## src/rtl/serial_adder_unit_pkg.sv

```systemverilog
// Shared constants for serial_adder_unit: FSM state encodings and counter-width helper.
package serial_adder_unit_pkg;

  localparam logic [1:0] S_IDLE = 2'd0;
  localparam logic [1:0] S_RUN  = 2'd1;
  localparam logic [1:0] S_DONE = 2'd2;

  // Ceiling log2, used to size the bit counter at elaboration time.
  function automatic int unsigned clog2(input int unsigned n);
    int unsigned r;
    r = 0;
    while ((32'd1 << r) < n) r = r + 1;
    return r;
  endfunction

endpackage

```

## src/rtl/serial_adder_unit_full_adder.sv

```systemverilog
// Existing single-bit full adder cell used as the bit slice of serial_adder_unit.
module full_adder (
  input  logic a,
  input  logic b,
  input  logic cin,
  output logic s,
  output logic cout
);

  assign s    = a ^ b ^ cin;
  assign cout = (a & b) | (cin & (a ^ b));

endmodule

```

## src/rtl/serial_adder_unit.sv

```systemverilog
// Bit-serial WIDTH-bit adder: one operand bit pair per clock through a shared full_adder.
// Optional signed-overflow output is enabled with SERIAL_ADDER_OVF_EN.
module serial_adder_unit
  import serial_adder_unit_pkg::*;
#(
  parameter int unsigned WIDTH = 8
) (
  input  logic             clk,
  input  logic             rst,
  input  logic             start,
  input  logic [WIDTH-1:0] op_a,
  input  logic [WIDTH-1:0] op_b,
  input  logic             cin_init,
  output logic             busy,
  output logic             done,
  output logic [WIDTH-1:0] sum,
  output logic             cout
`ifdef SERIAL_ADDER_OVF_EN
  ,
  output logic             ovf
`endif
);

  localparam int unsigned CNT_W = clog2(WIDTH);
  localparam int unsigned SR_W  = WIDTH - 1;

  logic [1:0]       state;
  logic [1:0]       next_state;
  logic [WIDTH-1:0] a_sr;
  logic [WIDTH-1:0] b_sr;
  logic [SR_W-1:0]  s_sr;
  logic             carry;
  logic [CNT_W-1:0] cnt;
  logic             fa_s;
  logic             fa_cout;
  logic             last_bit;

  full_adder u_fa (
    .a    (a_sr[0]),
    .b    (b_sr[0]),
    .cin  (carry),
    .s    (fa_s),
    .cout (fa_cout)
  );

  assign last_bit = (state == S_RUN) && (cnt == CNT_W'(WIDTH - 1));

  always_ff @(posedge clk or posedge rst) begin
    if (rst) state <= S_IDLE;
    else     state <= next_state;
  end

  always_comb begin
    next_state = state;
    case (state)
      S_IDLE:  if (start) next_state = S_RUN;
      S_RUN:   if (last_bit) next_state = S_DONE;
      S_DONE:  next_state = S_IDLE;
      default: next_state = S_IDLE;
    endcase
  end

  // Operand/sum shift registers, carry and bit counter.
  always_ff @(posedge clk or posedge rst) begin
    if (rst) begin
      a_sr  <= '0;
      b_sr  <= '0;
      s_sr  <= '0;
      carry <= 1'b0;
      cnt   <= '0;
    end else if (state == S_IDLE) begin
      if (start) begin
        a_sr  <= op_a;
        b_sr  <= op_b;
        carry <= cin_init;
        cnt   <= '0;
      end
    end else if (state == S_RUN) begin
      a_sr  <= a_sr >> 1;
      b_sr  <= b_sr >> 1;
      s_sr  <= SR_W'({fa_s, s_sr} >> 1);
      carry <= fa_cout;
      cnt   <= cnt + CNT_W'(1);
    end
  end

  // Result registers only move on the final bit edge.
  always_ff @(posedge clk or posedge rst) begin
    if (rst) begin
      busy <= 1'b0;
      done <= 1'b0;
      sum  <= '0;
      cout <= 1'b0;
`ifdef SERIAL_ADDER_OVF_EN
      ovf  <= 1'b0;
`endif
    end else begin
      busy <= (next_state != S_IDLE);
      done <= last_bit;
      if (last_bit) begin
        sum  <= {fa_s, s_sr};
        cout <= fa_cout;
`ifdef SERIAL_ADDER_OVF_EN
        ovf  <= carry ^ fa_cout;
`endif
      end
    end
  end

endmodule

```

## config.mk

```make
export PLATFORM = sky130hd
export DESIGN_NAME = serial_adder_unit
export DESIGN_NICKNAME = d
export VERILOG_FILES = /design/src/rtl/serial_adder_unit_pkg.sv /design/src/rtl/serial_adder_unit_full_adder.sv /design/src/rtl/serial_adder_unit.sv
export SDC_FILE = /design/constraint.sdc
export NUM_CORES = 1
export LEC_CHECK = 0
export ABC_AREA = 1
export CORE_ASPECT_RATIO = 0.9
export CORE_MARGIN = 2
export CORE_UTILIZATION = 30
export DETAILED_ROUTE_END_ITERATION = 10
export DONT_BUFFER_PORTS = 1
export PLACE_DENSITY = 0.56
export SYNTH_ARGS = -nofsm -noshare
export SYNTH_HDL_FRONTEND = slang
export SYNTH_HIERARCHICAL = 1
export SYNTH_SLANG_ARGS = --single-unit
```

## constraint.sdc

```tcl
create_clock -name clk -period 1.4 [get_ports clk]
set_clock_uncertainty 0.2 [all_clocks]
set_input_delay 0 -clock clk [delete_from_list [all_inputs] [get_ports clk]]
set_output_delay 0 -clock clk [all_outputs]
set_load 0.005 [all_outputs]
```

; ---- Word level (Yosys, flattened, before mapping)
; Index checks and enable logic that the tools add are counted.
[word_totals]
elab_cells = 41
input_bits = 20
output_inout_bits = 11
register_bits = 40
[classes]
muxes = 15
n_bitwise = 6
eq_ne = 3
n_addsub = 1
reduce_logical = 6
[op_table]
columns = operator, count
row1 = $mux W8, 6
row2 = $mux W3, 3
row3 = $mux W2, 2
row4 = $pmux W2 S2, 1
row5 = $reduce_and A2 Y1, 2
row6 = $reduce_bool A2 Y1, 2
row7 = $add A3 B1 Y3 const B, 1
row8 = $eq A3 B3 Y1 const B, 1
row9 = $mux W1, 3
row10 = $and A1 B1 Y1, 2
row11 = $eq A2 B1 Y1 const B, 1
row12 = $logic_not A2 Y1, 1
row13 = $ne A2 B2 Y1 const B, 1
row14 = $xor A1 B1 Y1, 2
row15 = $logic_and A1 B1 Y1, 1
row16 = $not A1 Y1, 1
row17 = $or A1 B1 Y1, 1

; ---- Longest topological paths before layout
[logic_depth]
depth_word = 5
ltp_mapped = 7
ltp_nobuf = 6

; ---- By module
; Netlist, hierarchy kept.
[modules_own_cells]
columns = mod, area_each_um2, n_inst, cells_each
row1 = serial_adder_unit, 1804.2, 1, 206
row2 = full_adder, 20.0, 1, 1

; ---- Least setup slack after synthesis
; Ideal clock, no wire load.
[synth_timing]
path_type = flip-flop to flip-flop
start = register cnt[0]
end = register sum[6]
stages_incl_launch_ff = 6
setup_slack_ns = -0.041
period_less_slack_ns = 1.441
path_buffers = 1
arrival_ns = 1.115
setup_time_ns = 0.126
t_required_ns = 1.074
cell_sequence = dfrtp_1 -> ha_1 -> ha_1 -> nand2_4 -> buf_6 -> o21ai_0
[synth_between]
elab_chain_len = 2
[synth_rtl]
columns = element, line_no
row1 = "start, declared", serial_adder_unit.sv:33  ; logic [CNT_W-1:0] cnt;
row2 = "start signal, assigned", serial_adder_unit.sv:83  ; cnt <= cnt + CNT_W'(1);
row3 = $eq A3 B3 Y1, serial_adder_unit.sv:46  ; assign last_bit = (state == S_RUN) && (cnt == CNT_W'(WIDTH - 1));
row4 = $logic_and A1 B1 Y1, serial_adder_unit.sv:46
row5 = "end signal, assigned", serial_adder_unit.sv:101  ; sum <= {fa_s, s_sr};
row6 = "end, declared", serial_adder_unit.sv:16  ; output logic [WIDTH-1:0] sum,
; Every way passes these cells.
; A chain may end at the register's enable or synchronous reset.

; ---- Worst setup path after layout
[layout_timing]
start = register a_sr[0]
end = register s_sr[6]
[layout_between]
elab_chain_len = 2
[layout_rtl]
columns = element, line_no
row1 = "start, declared", serial_adder_unit.sv:29  ; logic [WIDTH-1:0] a_sr;
row2 = "start signal, assigned", serial_adder_unit.sv:73  ; a_sr <= op_a;
row3 = "start signal, assigned", serial_adder_unit.sv:79  ; a_sr <= a_sr >> 1;
row4 = $xor A1 B1 Y1 (2 in a row), serial_adder_unit_full_adder.sv:10  ; assign s = a ^ b ^ cin;
row5 = via fa_s, serial_adder_unit.sv:34  ; logic fa_s;
row6 = "end signal, assigned", serial_adder_unit.sv:81  ; s_sr <= SR_W'({fa_s, s_sr} >> 1);
row7 = "end, declared", serial_adder_unit.sv:31  ; logic [SR_W-1:0] s_sr;
; The timed path passes the listed nets, and every way through them passes these cells.

==> impl_metrics.ini <==
[clocking]
clk_path_buf_depth = 2
cts_made_buffers = 5
clkLatencyLatePin_ps = 290
clock_sinks = 40
h-tree-depth = 2
tritoncts = yes
cts-root-buf = clkbuf_8
clkTransAtPathRegs_ps = 80

[synthesis]
avgSynthCellArea_um2 = 8.81
synth-xor-area-share_pct = 0
synth_fa_ha_area_share_pct = 2.47
synth_top_family_by_area = simple AND/OR/NAND/NOR gates
synthesis.area_um2 = 1820
seq_area_frac_synth_pct = 54.9
synth_cell_types = 19
syn_inst = 207
synth_mux_area_share_pct = 0
syn_nets = 230
synth_compound_area_share_pct = 9.67
yosysWarnings = 6
yosys.area_share.simple_pct = 23.9
synth-seq-cells = 40

[timing]
tightest_slew_ps = 509
fmax_mhz = 722
period_needed_ps = 1390
finalSetupTns_ps = 0
hold_violations = 0
slew_headroom_pct = 66.1
drv_slew = 0
layout_setup_ws_ps = 14.2
rsz0062_at_grt = yes
finalCritPeriodShare_pct = 99.0
setup_violations = 0
holdWs_ps = 75.2

[worst_setup_path]
cp.required_ps = 1420
startpoint_type = register
slowest_delay_ps = 590
endpoint_kind = register
path_cells = fa_2, nand2_1, o21ai_1
worstPathMaxFanout = 2
worstPathArrival_ps = 1410
crit_type = register to register
cpMaxStageDelayCell = fa_2

[job]
maxCapViolations = 0

[routing]
vias_per_cell = 4.48
drc_errors = 0
routed_wl_um = 3770
route.vias.total = 1393
antenna_left = 0
first_pass_iters = 4
drtIter0Drc = 30
wl_per_cell_um = 12.1

[pwr]
peakVddDrop_uv = 735
p_per_area_nw_per_um2 = 1990
p_leak_nw = 1.14
power_mw = 4.67

[grt]
grt_max_degree = 41
grt_pass1_vias = 1407
grt_pass1_wl_um = 6610
overflow = 0
grt_use_total_pct = 12.4
antenna_found_initial = 0

[place]
gp_congestion = 0.686
place_inst = 280
place_ws_ps = -58.4
dp_hpwl_um = 2310
dpl_cell_area_um2 = 1950
port_buffers = 0

[die]
row_count = 26
core-area_um2 = 5790
num_io_pins = 31
die_h_um = 78.0
start_util_pct = 31.5
die_x_um = 86.2
die_area_um2 = 6720

[finish]
finalInstanceArea_um2 = 2350
num-nets-final = 264
postLayoutCoreUtil_pct = 40.6
diodes = 0
layout_common_cells = nand2_1, dfrtp_1, inv_1, o21ai_0, dlygate4sd3_1
stdcell_count = 311
n_fill_cell = 585
drive_above_1_share_pct = 24.9
layout_commonest_cell = nand2_1
areaGrowthSynthToFinish_pct = 28.7

[worst_hold_path]
hold_class = primary input to async pin

[status]
outcome = complete, no violations
## cells by family after synthesis
kind of cell | after synthesis
buffers and inverters | 36
flip-flops | 40
adder cells (fa/ha/maj) | 3
AO/OA/AOI/OAI | 33
AND/OR/NAND/NOR | 95
## area by class of cell
type | count | area (µm²) | area share, %
flip-flops and latches | 40 | 1000 | 42.7
multi-input cells | 133 | 751 | 32.0
repair buffers | 34 | 327 | 13.9
inverters | 27 | 104 | 4.42
well taps | 70 | 87.6 | 3.73
clock buffers | 6 | 72.6 | 3.09
clock inverters | 1 | 5.00 | 0.213
## power by group
group          switching [mW]  internal [mW]
sequential              0.318           1.67
clock                   0.399          0.339
combinational            1.05          0.893
total                    1.77           2.90
## synth_stat cells
cell,n,area [µm²]
clkbuf_1,4,15.0
o21ai_1,5,25.0
dfrtp_1,40,1000
ha_1,2,25.0
nand2_2,2,12.5
o21ai_0,26,130
nand2_1,57,214
inv_2,2,7.51
or2_2,15,93.8
inv_1,25,93.8
nor2_1,2,7.51
fa_1,1,20.0
a21oi_1,1,5.00
nand3_1,17,85.1
nor2_4,1,11.3
nand2_4,1,11.3
buf_2,1,5.00
buf_6,4,45.0
a21oi_4,1,16.3
## flip-flops by register name, indices dropped and copies added (netlist names)
| signal | flops |
|---|---|
| a_sr | 8 |
| b_sr | 8 |
| sum | 8 |
| s_sr | 7 |
| cnt | 3 |
| state | 2 |
| busy | 1 |
| carry | 1 |
| cout | 1 |
| done | 1 |
## routing by layer
| layer | wire length [µm] | track usage [%] |
|---|---|---|
| met5 | 0 | 0 |
| met4 | 50 | 4.84 |
| met3 | 170 | 4.57 |
| met2 | 1630 | 18.4 |
| met1 | 1920 | 16.3 |
## repair_timing
action / in CTS / in global routing
setup buffers: 1 / 2
endpoints found under the hold margin: 62 / 0
setup endpoints to repair: 6 / 20
cloned: 1 / 1
pin swaps: 2 / 4
gates resized for setup: 5 / 21
hold buffers: 19 / 0
## final timing paths
check | startpoint | to | slack [ps] | cells after the start
worst max-delay path | a_sr[0] | s_sr[6] | 10 | 3
min in group clk | op_a[7] | a_sr[7] | 210 | 3
worst min register to register | b_sr[3] | b_sr[3] | 280 | 2
worst min-delay path | rst | done | 80 | 3
max in group asynchronous | rst | state[0] | 550 | 3
worst max register to register | a_sr[0] | s_sr[6] | 10 | 3
## critical path, delay by kind of cell (launching register included)
kind            cells  cell delay [ps]
flops               1              410
fa+ha+maj           1              590
simple gates        1               50
compound gates      1               70
Power figures use the tool's default switching activity.
